<file path="src/rtl/limp_rr_arbiter.sv">
// Round-robin arbiter multiplexing NUM_PORTS LIMP requesters onto one downstream target,
// with AMO read/write lock. Define LIMP_ARB_ILLEGAL_CHECK_EN to reject bad size/cmd combos locally.
module limp_rr_arbiter #(
   parameter int unsigned NUM_PORTS   = 4,
   parameter int unsigned ADDR_W      = 32,
   parameter int unsigned DATA_W      = 32,
   parameter int unsigned AMO_TIMEOUT = 16
) (
   input  logic                          clk,
   input  logic                          rst,
   input  logic [2*NUM_PORTS-1:0]        i_up_cmd,
   input  logic [ADDR_W*NUM_PORTS-1:0]   i_up_addr,
   input  logic [DATA_W*NUM_PORTS-1:0]   i_up_wdata,
   input  logic [2*NUM_PORTS-1:0]        i_up_size,
   output logic [2*NUM_PORTS-1:0]        o_up_status,
   output logic [DATA_W*NUM_PORTS-1:0]   o_up_rdata,
   output logic [1:0]                    o_dn_cmd,
   output logic [ADDR_W-1:0]             o_dn_addr,
   output logic [DATA_W-1:0]             o_dn_wdata,
   output logic [1:0]                    o_dn_size,
   input  logic [1:0]                    i_dn_status,
   input  logic [DATA_W-1:0]             i_dn_rdata,
   output logic [NUM_PORTS-1:0]          o_grant,
   output logic                          o_locked
);

   localparam int unsigned PTR_W = (NUM_PORTS > 1) ? $clog2(NUM_PORTS) : 1;
   localparam int unsigned CNT_W = $clog2(AMO_TIMEOUT + 1);

   typedef enum logic [1:0] {LIMP_NOP, LIMP_READ, LIMP_WRITE, LIMP_AMO_READ} cmd_e;
   typedef enum logic [1:0] {LIMP_NOT_READY, LIMP_READY_READ, LIMP_READY_WRITE,
                             LIMP_READY_ILLEGAL} status_e;
   typedef enum logic [1:0] {LIMP_BYTE, LIMP_HALF, LIMP_WORD, LIMP_SIZE_RSVD} size_e;
   typedef enum logic [1:0] {ST_IDLE, ST_BUSY, ST_AMO_LOCK} state_e;

   state_e               state_q;
   logic [PTR_W-1:0]     ptr_q;
   logic [PTR_W-1:0]     gnt_idx_q;
   logic [NUM_PORTS-1:0] grant_q;
   logic                 locked_q;
   logic [CNT_W-1:0]     cnt_q;

   logic [1:0]        up_cmd   [NUM_PORTS];
   logic [ADDR_W-1:0] up_addr  [NUM_PORTS];
   logic [DATA_W-1:0] up_wdata [NUM_PORTS];
   logic [1:0]        up_size  [NUM_PORTS];

   logic                 sel_found;
   logic [PTR_W-1:0]     sel_idx;
   logic [PTR_W-1:0]     cand;
   logic [NUM_PORTS-1:0] sel_onehot;
   logic                 sel_bad;

   logic [1:0] own_cmd;
   logic       own_done;
   logic       own_amo_ok;
   logic       go_release;
   logic       go_lock;
   logic       cnt_clr;
   logic       cnt_inc;

   // Split the flat per-port buses into indexable arrays
   for (genvar p = 0; p < NUM_PORTS; p++) begin : g_unpack
      assign up_cmd[p]   = i_up_cmd[2*p +: 2];
      assign up_addr[p]  = i_up_addr[ADDR_W*p +: ADDR_W];
      assign up_wdata[p] = i_up_wdata[DATA_W*p +: DATA_W];
      assign up_size[p]  = i_up_size[2*p +: 2];
   end

   function automatic logic [PTR_W-1:0] inc_ptr(input logic [PTR_W-1:0] idx);
      if (idx == PTR_W'(NUM_PORTS - 1)) return '0;
      return idx + PTR_W'(1);
   endfunction

   // First active port at or after the round-robin pointer
   always_comb begin
      sel_found  = 1'b0;
      sel_idx    = '0;
      cand       = '0;
      sel_onehot = '0;
      for (int unsigned i = 0; i < NUM_PORTS; i++) begin
         cand = PTR_W'((32'(ptr_q) + i) % NUM_PORTS);
         if (!sel_found && up_cmd[cand] != LIMP_NOP) begin
            sel_found = 1'b1;
            sel_idx   = cand;
         end
      end
      sel_onehot[sel_idx] = 1'b1;
   end

`ifdef LIMP_ARB_ILLEGAL_CHECK_EN
   assign sel_bad = (up_size[sel_idx] == LIMP_SIZE_RSVD) ||
                    (up_cmd[sel_idx] == LIMP_AMO_READ && up_size[sel_idx] != LIMP_WORD);
`else
   assign sel_bad = 1'b0;
`endif

   assign own_cmd    = up_cmd[gnt_idx_q];
   assign own_done   = (i_dn_status != LIMP_NOT_READY);
   assign own_amo_ok = (own_cmd == LIMP_AMO_READ) && (i_dn_status == LIMP_READY_READ);

   // Owner-side transition decode; an owner dropping to NOP outside the lock is an abort
   always_comb begin
      go_release = 1'b0;
      go_lock    = 1'b0;
      cnt_clr    = 1'b0;
      cnt_inc    = 1'b0;
      case (state_q)
         ST_BUSY: begin
            if (own_cmd == LIMP_NOP)  go_release = 1'b1;
            else if (own_done) begin
               if (own_amo_ok) go_lock    = 1'b1;
               else            go_release = 1'b1;
            end
         end
         ST_AMO_LOCK: begin
            if (own_cmd == LIMP_NOP) begin
               if (cnt_q == CNT_W'(AMO_TIMEOUT - 1)) go_release = 1'b1;
               else                                  cnt_inc    = 1'b1;
            end else if (own_done) begin
               if (own_amo_ok) cnt_clr    = 1'b1;
               else            go_release = 1'b1;
            end
         end
         default: ;
      endcase
   end

   always_ff @(posedge clk) begin
      if (rst) begin
         state_q   <= ST_IDLE;
         ptr_q     <= '0;
         gnt_idx_q <= '0;
         grant_q   <= '0;
         locked_q  <= 1'b0;
         cnt_q     <= '0;
      end else begin
         case (state_q)
            ST_IDLE: begin
               if (sel_found) begin
                  if (sel_bad) begin
                     ptr_q <= inc_ptr(sel_idx);
                  end else begin
                     state_q   <= ST_BUSY;
                     gnt_idx_q <= sel_idx;
                     grant_q   <= sel_onehot;
                  end
               end
            end
            ST_BUSY, ST_AMO_LOCK: begin
               if (go_release) begin
                  state_q  <= ST_IDLE;
                  ptr_q    <= inc_ptr(gnt_idx_q);
                  grant_q  <= '0;
                  locked_q <= 1'b0;
                  cnt_q    <= '0;
               end else if (go_lock) begin
                  state_q  <= ST_AMO_LOCK;
                  locked_q <= 1'b1;
                  cnt_q    <= '0;
               end else if (cnt_clr) begin
                  cnt_q <= '0;
               end else if (cnt_inc) begin
                  cnt_q <= cnt_q + CNT_W'(1);
               end
            end
            default: begin
               state_q  <= ST_IDLE;
               grant_q  <= '0;
               locked_q <= 1'b0;
            end
         endcase
      end
   end

   // Downstream forwarding and response routing to the owner only
   always_comb begin
      o_up_status = '0;
      o_up_rdata  = '0;
      o_dn_cmd    = LIMP_NOP;
      o_dn_addr   = '0;
      o_dn_wdata  = '0;
      o_dn_size   = LIMP_BYTE;
      if (state_q != ST_IDLE) begin
         o_dn_cmd   = up_cmd[gnt_idx_q];
         o_dn_addr  = up_addr[gnt_idx_q];
         o_dn_wdata = up_wdata[gnt_idx_q];
         o_dn_size  = up_size[gnt_idx_q];
         o_up_status[32'(gnt_idx_q)*2 +: 2]          = i_dn_status;
         o_up_rdata[DATA_W*32'(gnt_idx_q) +: DATA_W] = i_dn_rdata;
      end else if (sel_found && sel_bad) begin
         o_up_status[32'(sel_idx)*2 +: 2] = LIMP_READY_ILLEGAL;
      end
   end

   assign o_grant  = grant_q;
   assign o_locked = locked_q;

endmodule

</file>
<file path="config.mk">
export PLATFORM = sky130hd
export DESIGN_NAME = limp_rr_arbiter
export DESIGN_NICKNAME = d
export VERILOG_FILES = /design/src/rtl/limp_rr_arbiter.sv
export SDC_FILE = /design/constraint.sdc
export NUM_CORES = 1
export LEC_CHECK = 0
export CELL_PAD_IN_SITES_DETAIL_PLACEMENT = 0
export CELL_PAD_IN_SITES_GLOBAL_PLACEMENT = 2
export CORE_AREA = 2 2 198 200
export CTS_BUF_LIST = sky130_fd_sc_hd__clkbuf_4
export DETAILED_ROUTE_END_ITERATION = 6
export DIE_AREA = 0 0 200 202
export PLACE_DENSITY = 0.75
export SKIP_CTS_REPAIR_TIMING = 1
export SLEW_MARGIN = 20
export SYNTH_ARGS = -nofsm -noshare
export SYNTH_HDL_FRONTEND = slang
export SYNTH_SLANG_ARGS = --single-unit
</file>
<file path="constraint.sdc">
create_clock -name clk -period 3.85 [get_ports clk]
set_input_delay 0.385 -clock clk [delete_from_list [all_inputs] [get_ports clk]]
set_output_delay 0.385 -clock clk [all_outputs]
set_load 0.02 [all_outputs]
</file>
==> Yosys cells after proc, flatten, opt, wreduce, memory -nomap -nowiden <==
Cells that the tools add are included.
{ "word_totals": {"rom_bits": 0, "mem_bits_rw": 0, "register_bits": 16, "output_inout_bits": 209, "latch_bits": 0, "memories": 0} }
{ "op_classes": {"order_cmp": 7, "n_bitwise": 8, "n_div": 0, "n_reduce_logical": 24, "n_mux": 74, "n_eq_ne": 9, "add_sub_neg": 7, "shift": 4, "multipliers": 0} }
{ "op_table": {"columns": ["cell", "count"], "rows": [
  ["32-bit 2-to-1 mux", 6],
  ["128-bit bitwise AND", 1],
  ["32-bit binary-select mux with 2-bit select", 2],
  ["128-bit 2-to-1 mux", 1],
  ["32-bit by 34-bit variable shift with 128-bit output (first input constant)", 1],
  ["32-bit by 34-bit variable part select with 128-bit output", 1],
  ["2-bit 2-to-1 mux", 23],
  ["3-bit negator with 34-bit output", 1],
  ["7-bit negator with 34-bit output", 1],
  ["2-bit by 34-bit variable shift with 8-bit output (first input constant)", 1],
  ["2-bit by 34-bit variable part select with 8-bit output", 1],
  ["2-bit binary-select mux with 2-bit select", 6],
  ["1-bit 2-to-1 mux", 24],
  ["5-bit 2-to-1 mux", 4],
  ["3-bit >= comparator (second input constant)", 5],
  ["2-bit inverter with 3-bit output", 5],
  ["2-bit AND reduction", 6],
  ["2-bit nonzero test", 6],
  ["8-bit bitwise AND", 1],
  ["4-bit 2-to-1 mux", 2],
  ["8-bit 2-to-1 mux", 1],
  ["4-bit case mux with 2 select lines", 1],
  ["2-bit equality test (second input constant)", 3],
  ["5-bit by 1-bit adder with 5-bit output (second input constant)", 1],
  ["other kinds (17)", 29]
]} }

==> Logic depth before layout (Yosys ltp) <==
{ "depth": {"word_depth": 21, "ltp_mapped": 9, "ltp_nobuf": 7} }

==> Least setup slack after synthesis <==
No wires, ideal clock.
{ "synth_path": {"kind": "register -> output", "start": "register gnt_idx_q[1]", "end": "output o_up_rdata[10]", "stages_incl_launch_ff": 9, "required_time_ns": 3.465, "n_path_buf": 4, "setup_slack_ns": 0.710, "t_arrival_ns": 2.755, "path_cell_list": "dfxtp_1 > clkbuf_1 > clkbuf_1 > buf_1 > inv_1 > ha_1 > nor4_1 > clkbuf_1 > and2_1"} }
{ "synth_via": {"elab_chain_cells": 4} }
{ "synth_rtl": {"columns": ["element", "line_no", "source"], "rows": [
  ["from (decl)", "38", "logic [PTR_W-1:0] gnt_idx_q;"],
  ["from (signal assigned)", "145", "gnt_idx_q <= sel_idx;"],
  ["7-bit negator with 34-bit output (*)", "190", "o_up_rdata[DATA_W*32'(gnt_idx_q) +: DATA_W] = i_dn_rdata;"],
  ["32-bit by 34-bit variable part select with 128-bit output / 32-bit by 34-bit variable shift with 128-bit output (equally long branches)", "190", null],
  ["128-bit bitwise AND (no line) (*)", null, null],
  ["128-bit 2-to-1 mux (*)", "184", "if (state_q != ST_IDLE) begin"],
  ["to (decl)", "16", "output logic [DATA_W*NUM_PORTS-1:0] o_up_rdata,"]
]} }
Mark *: on every way between the ends. The rest lies on a longest branch, timed or not.

==> Worst setup path in the final report <==
{ "layout_path": {"start": "register gnt_idx_q[0]", "end": "output o_dn_wdata[4]"} }
{ "layout_via": {"elab_chain_cells": 5} }
{ "layout_rtl": {"columns": ["element", "line_no", "source"], "rows": [
  ["2-bit inverter with 3-bit output (implied by the code)", "187", "o_dn_wdata = up_wdata[gnt_idx_q];"],
  ["32-bit binary-select mux with 2-bit select", "187", null],
  ["32-bit 2-to-1 mux (implied by the code) (2 in a row)", "187", null],
  ["32-bit 2-to-1 mux", "184", null],
  ["to (decl)", "19", "output logic [DATA_W-1:0] o_dn_wdata,"]
]} }
Every way passes these cells. The select of a mux whose other input is x is not followed.

==> results.cfg <==
[clocking]
clockRootBuffer = clkbuf_4
cts_tree = yes
clock_insertion_delay_worst_skew_ns = 0.29
cts_buffers = 3
cts_buffer_depth = 2
htreeDepth = 1
cts_num_sinks = 16
clk_pin_slew_worst_paths_ns = 0.09

[placement]
hpwl_um = 21200
place_congestion = 0.888
dp.cells = 1432
post-place-ws_ns = 1.00
port_buffers = 516

[pwr]
leakage_nw = 3.38
power_density_nw_per_um2 = 327
max-vdd-ir-drop_mv = 0.172

[synthesis]
ys_ff_latch = 16
synth-simple-area-share = 0.378
synth_compound_area_frac = 0.0743
ys_seq_area_frac = 0.0793
synth_top_family_by_area = multiplexers
synth_top_cell_area_share = 0.379
synthCells = 423
synth.mux.area_fraction = 0.389
yosys-top-cells-area = mux4_2 (38%), and2_1 (32%), dfxtp_1 (7.9%)
synth_area_um2 = 4040
synthArstFlopShare = 0
synth_edf_count = 0
ys.flop_type = dfxtp_1
synth_warnings = 0
synth_fa_ha_area_frac = 0.0341
synth_top_cell_by_area = mux4_2
avgSynthCellArea_um2 = 9.55
yosys.area_share.xor_xnor = 0.00217
synthesis.nets = 742
synth.distinct_cells = 48

[critical_path]
crit_arrival_ns = 2.76
crit_fanout = 56
required_ns = 3.46
critPathKind = register to output pin
crit_path_end_kind = output pin
start_kind = register

[run]
maxCapViolCount = 0

[run_status]
outcome = finished clean

[route]
first_iter_violations = 165
antenna_left = 0
drcViolationCount = 0
wl_um = 25000
via_per_inst = 3.73
routedWlPerCell_um = 17.4
vias = 5359
firstDrtPassIters = 4

[timing]
slew_viol_final = 0
rsz0062_at_grt = false
post-route-period-util = 0.816
fin_ws_ns = 0.707
worst_pin_slew_ns = 0.531
setup_tns_ns = 0
post-route-min-period_ns = 3.14
setup_viol = 0
whs_ns = 0.483
fmax_mhz = 318
slew_headroom = 0.642
final.setup_skew_ns = 0.00171
hold_viol_final = 0

[final_layout]
final-instance-count-excl-fill = 1437
drive_gt1_frac = 0.103
nFillCells = 4092
multi_input_area_um2 = 3550
fin_nets = 1238
syn_to_final_growth_pct = 144
seq_area_um2 = 328

[die]
die-width_um = 200
start_util = 0.106
die_h_um = 202
die_area_um2 = 40400
core_area_um2 = 38300
num_rows = 72
ios = 517

[worst_hold_path]
hold_class = register to register

[grt]
grt_max_degree = 70
gr-total-overflow = 0
antenna_found_initial = 1
grt_pass1_wl_um = 35900
grt.total_usage = 0.117
grt_pass1_vias = 5798
==> cells in the mapped netlist (2+ instances only) <==
library cell	count
a21o_1	2
a21oi_1	5
a2bb2oi_1	2
a32o_1	4
and2_1	206
and4_1	2
buf_1	2
buf_2	4
clkbuf_1	29
dfxtp_1	16
ha_1	11
inv_1	7
mux2i_1	4
mux4_2	68
nand2_1	3
nand2b_1	2
nand4_1	4
nand4b_1	2
nor2_1	11
nor4_1	3
o21a_1	3
o21ai_0	4
o31ai_1	2
or2_2	3
==> final timing paths <==
kind                startpoint             to  slack [ns]  cells past startpoint
hold / removal      o_grant[1]     o_grant[1]        0.48                      1
setup reg to reg  gnt_idx_q[0]     state_q[1]        1.17                      6
setup / recovery  gnt_idx_q[0]  o_dn_wdata[4]        0.71                      5
hold reg to reg     o_grant[1]     o_grant[1]        0.48                      1
==> per-layer routing <==
| layer | wire length, µm | GRT usage | vias to the layer above | share of wire |
|---|---|---|---|---|
| li1 | - | - | 2534 | - |
| met1 | 9620 | 0.133 | 2538 | 0.38 |
| met2 | 12800 | 0.219 | 268 | 0.51 |
| met3 | 2320 | 0.0330 | 19 | 0.093 |
| met4 | 244 | 0.0167 | 0 | 0.0098 |
| met5 | 0 | 0 | - | 0 |
==> worst max-delay path: stages (launching register included) <==
cell	delay, ns
dfxtp_4	0.37
buf_12	0.30
buf_4	0.37
mux4_2	0.53
and2_1	0.22
clkdlybuf4s50_1	0.56
==> registers in the layout (all words and copies together) (netlist names) <==
register / count
o_grant: 4
ptr_q: 2
cnt_q: 5
o_locked: 1
gnt_idx_q: 2
state_q: 2
==> per-stage QoR <==
step,utilization,instance area (µm²),total power (W)
after CTS,0.258,9870,0.00329
after detailed placement,0.257,9840,0.00317
after global routing,0.258,9870,0.00346
after floorplan,-,4040,0.00173
final,0.258,9870,0.00322
after global placement,0.257,9840,0.00318
==> where the power goes <==
part | switching [W] | internal, W
sequential | 0.0000213 | 0.000193
combinational | 0.00138 | 0.00153
clock | 0.0000555 | 0.0000474
==> kinds of logic after synthesis <==
kind of cell,count (synthesis)
mux,72
fa+ha+maj,11
buf+inv,43
xor+xnor,1
simple gates,244
flops,16
compound gates,36
==> cells in the final DEF (no fill, tap or decap), types with 3 or more instances in the layout <==
cell type / instances
dfxtp_1: 14
nand2_1: 3
ha_1: 11
mux2i_1: 4
nor2_1: 11
inv_1: 6
and2_1: 206
o21a_1: 3
buf_4: 8
nand4_1: 4
mux4_2: 68
a21oi_1: 5
buf_12: 3
clkdlybuf4s50_1: 516
or2_2: 3
o21ai_0: 4
clkbuf_4: 4
a32o_1: 4
==> final cells by class <==
cell class,count,area share
diodes,1,0.000253
clock buffers,4,0.00304
inverters,7,0.00266
multi-input cells,364,0.360
flip-flops and latches,16,0.0332
well taps,518,0.0657
repair buffers,527,0.535
No activity file was read; power rests on OpenSTA's default activity.
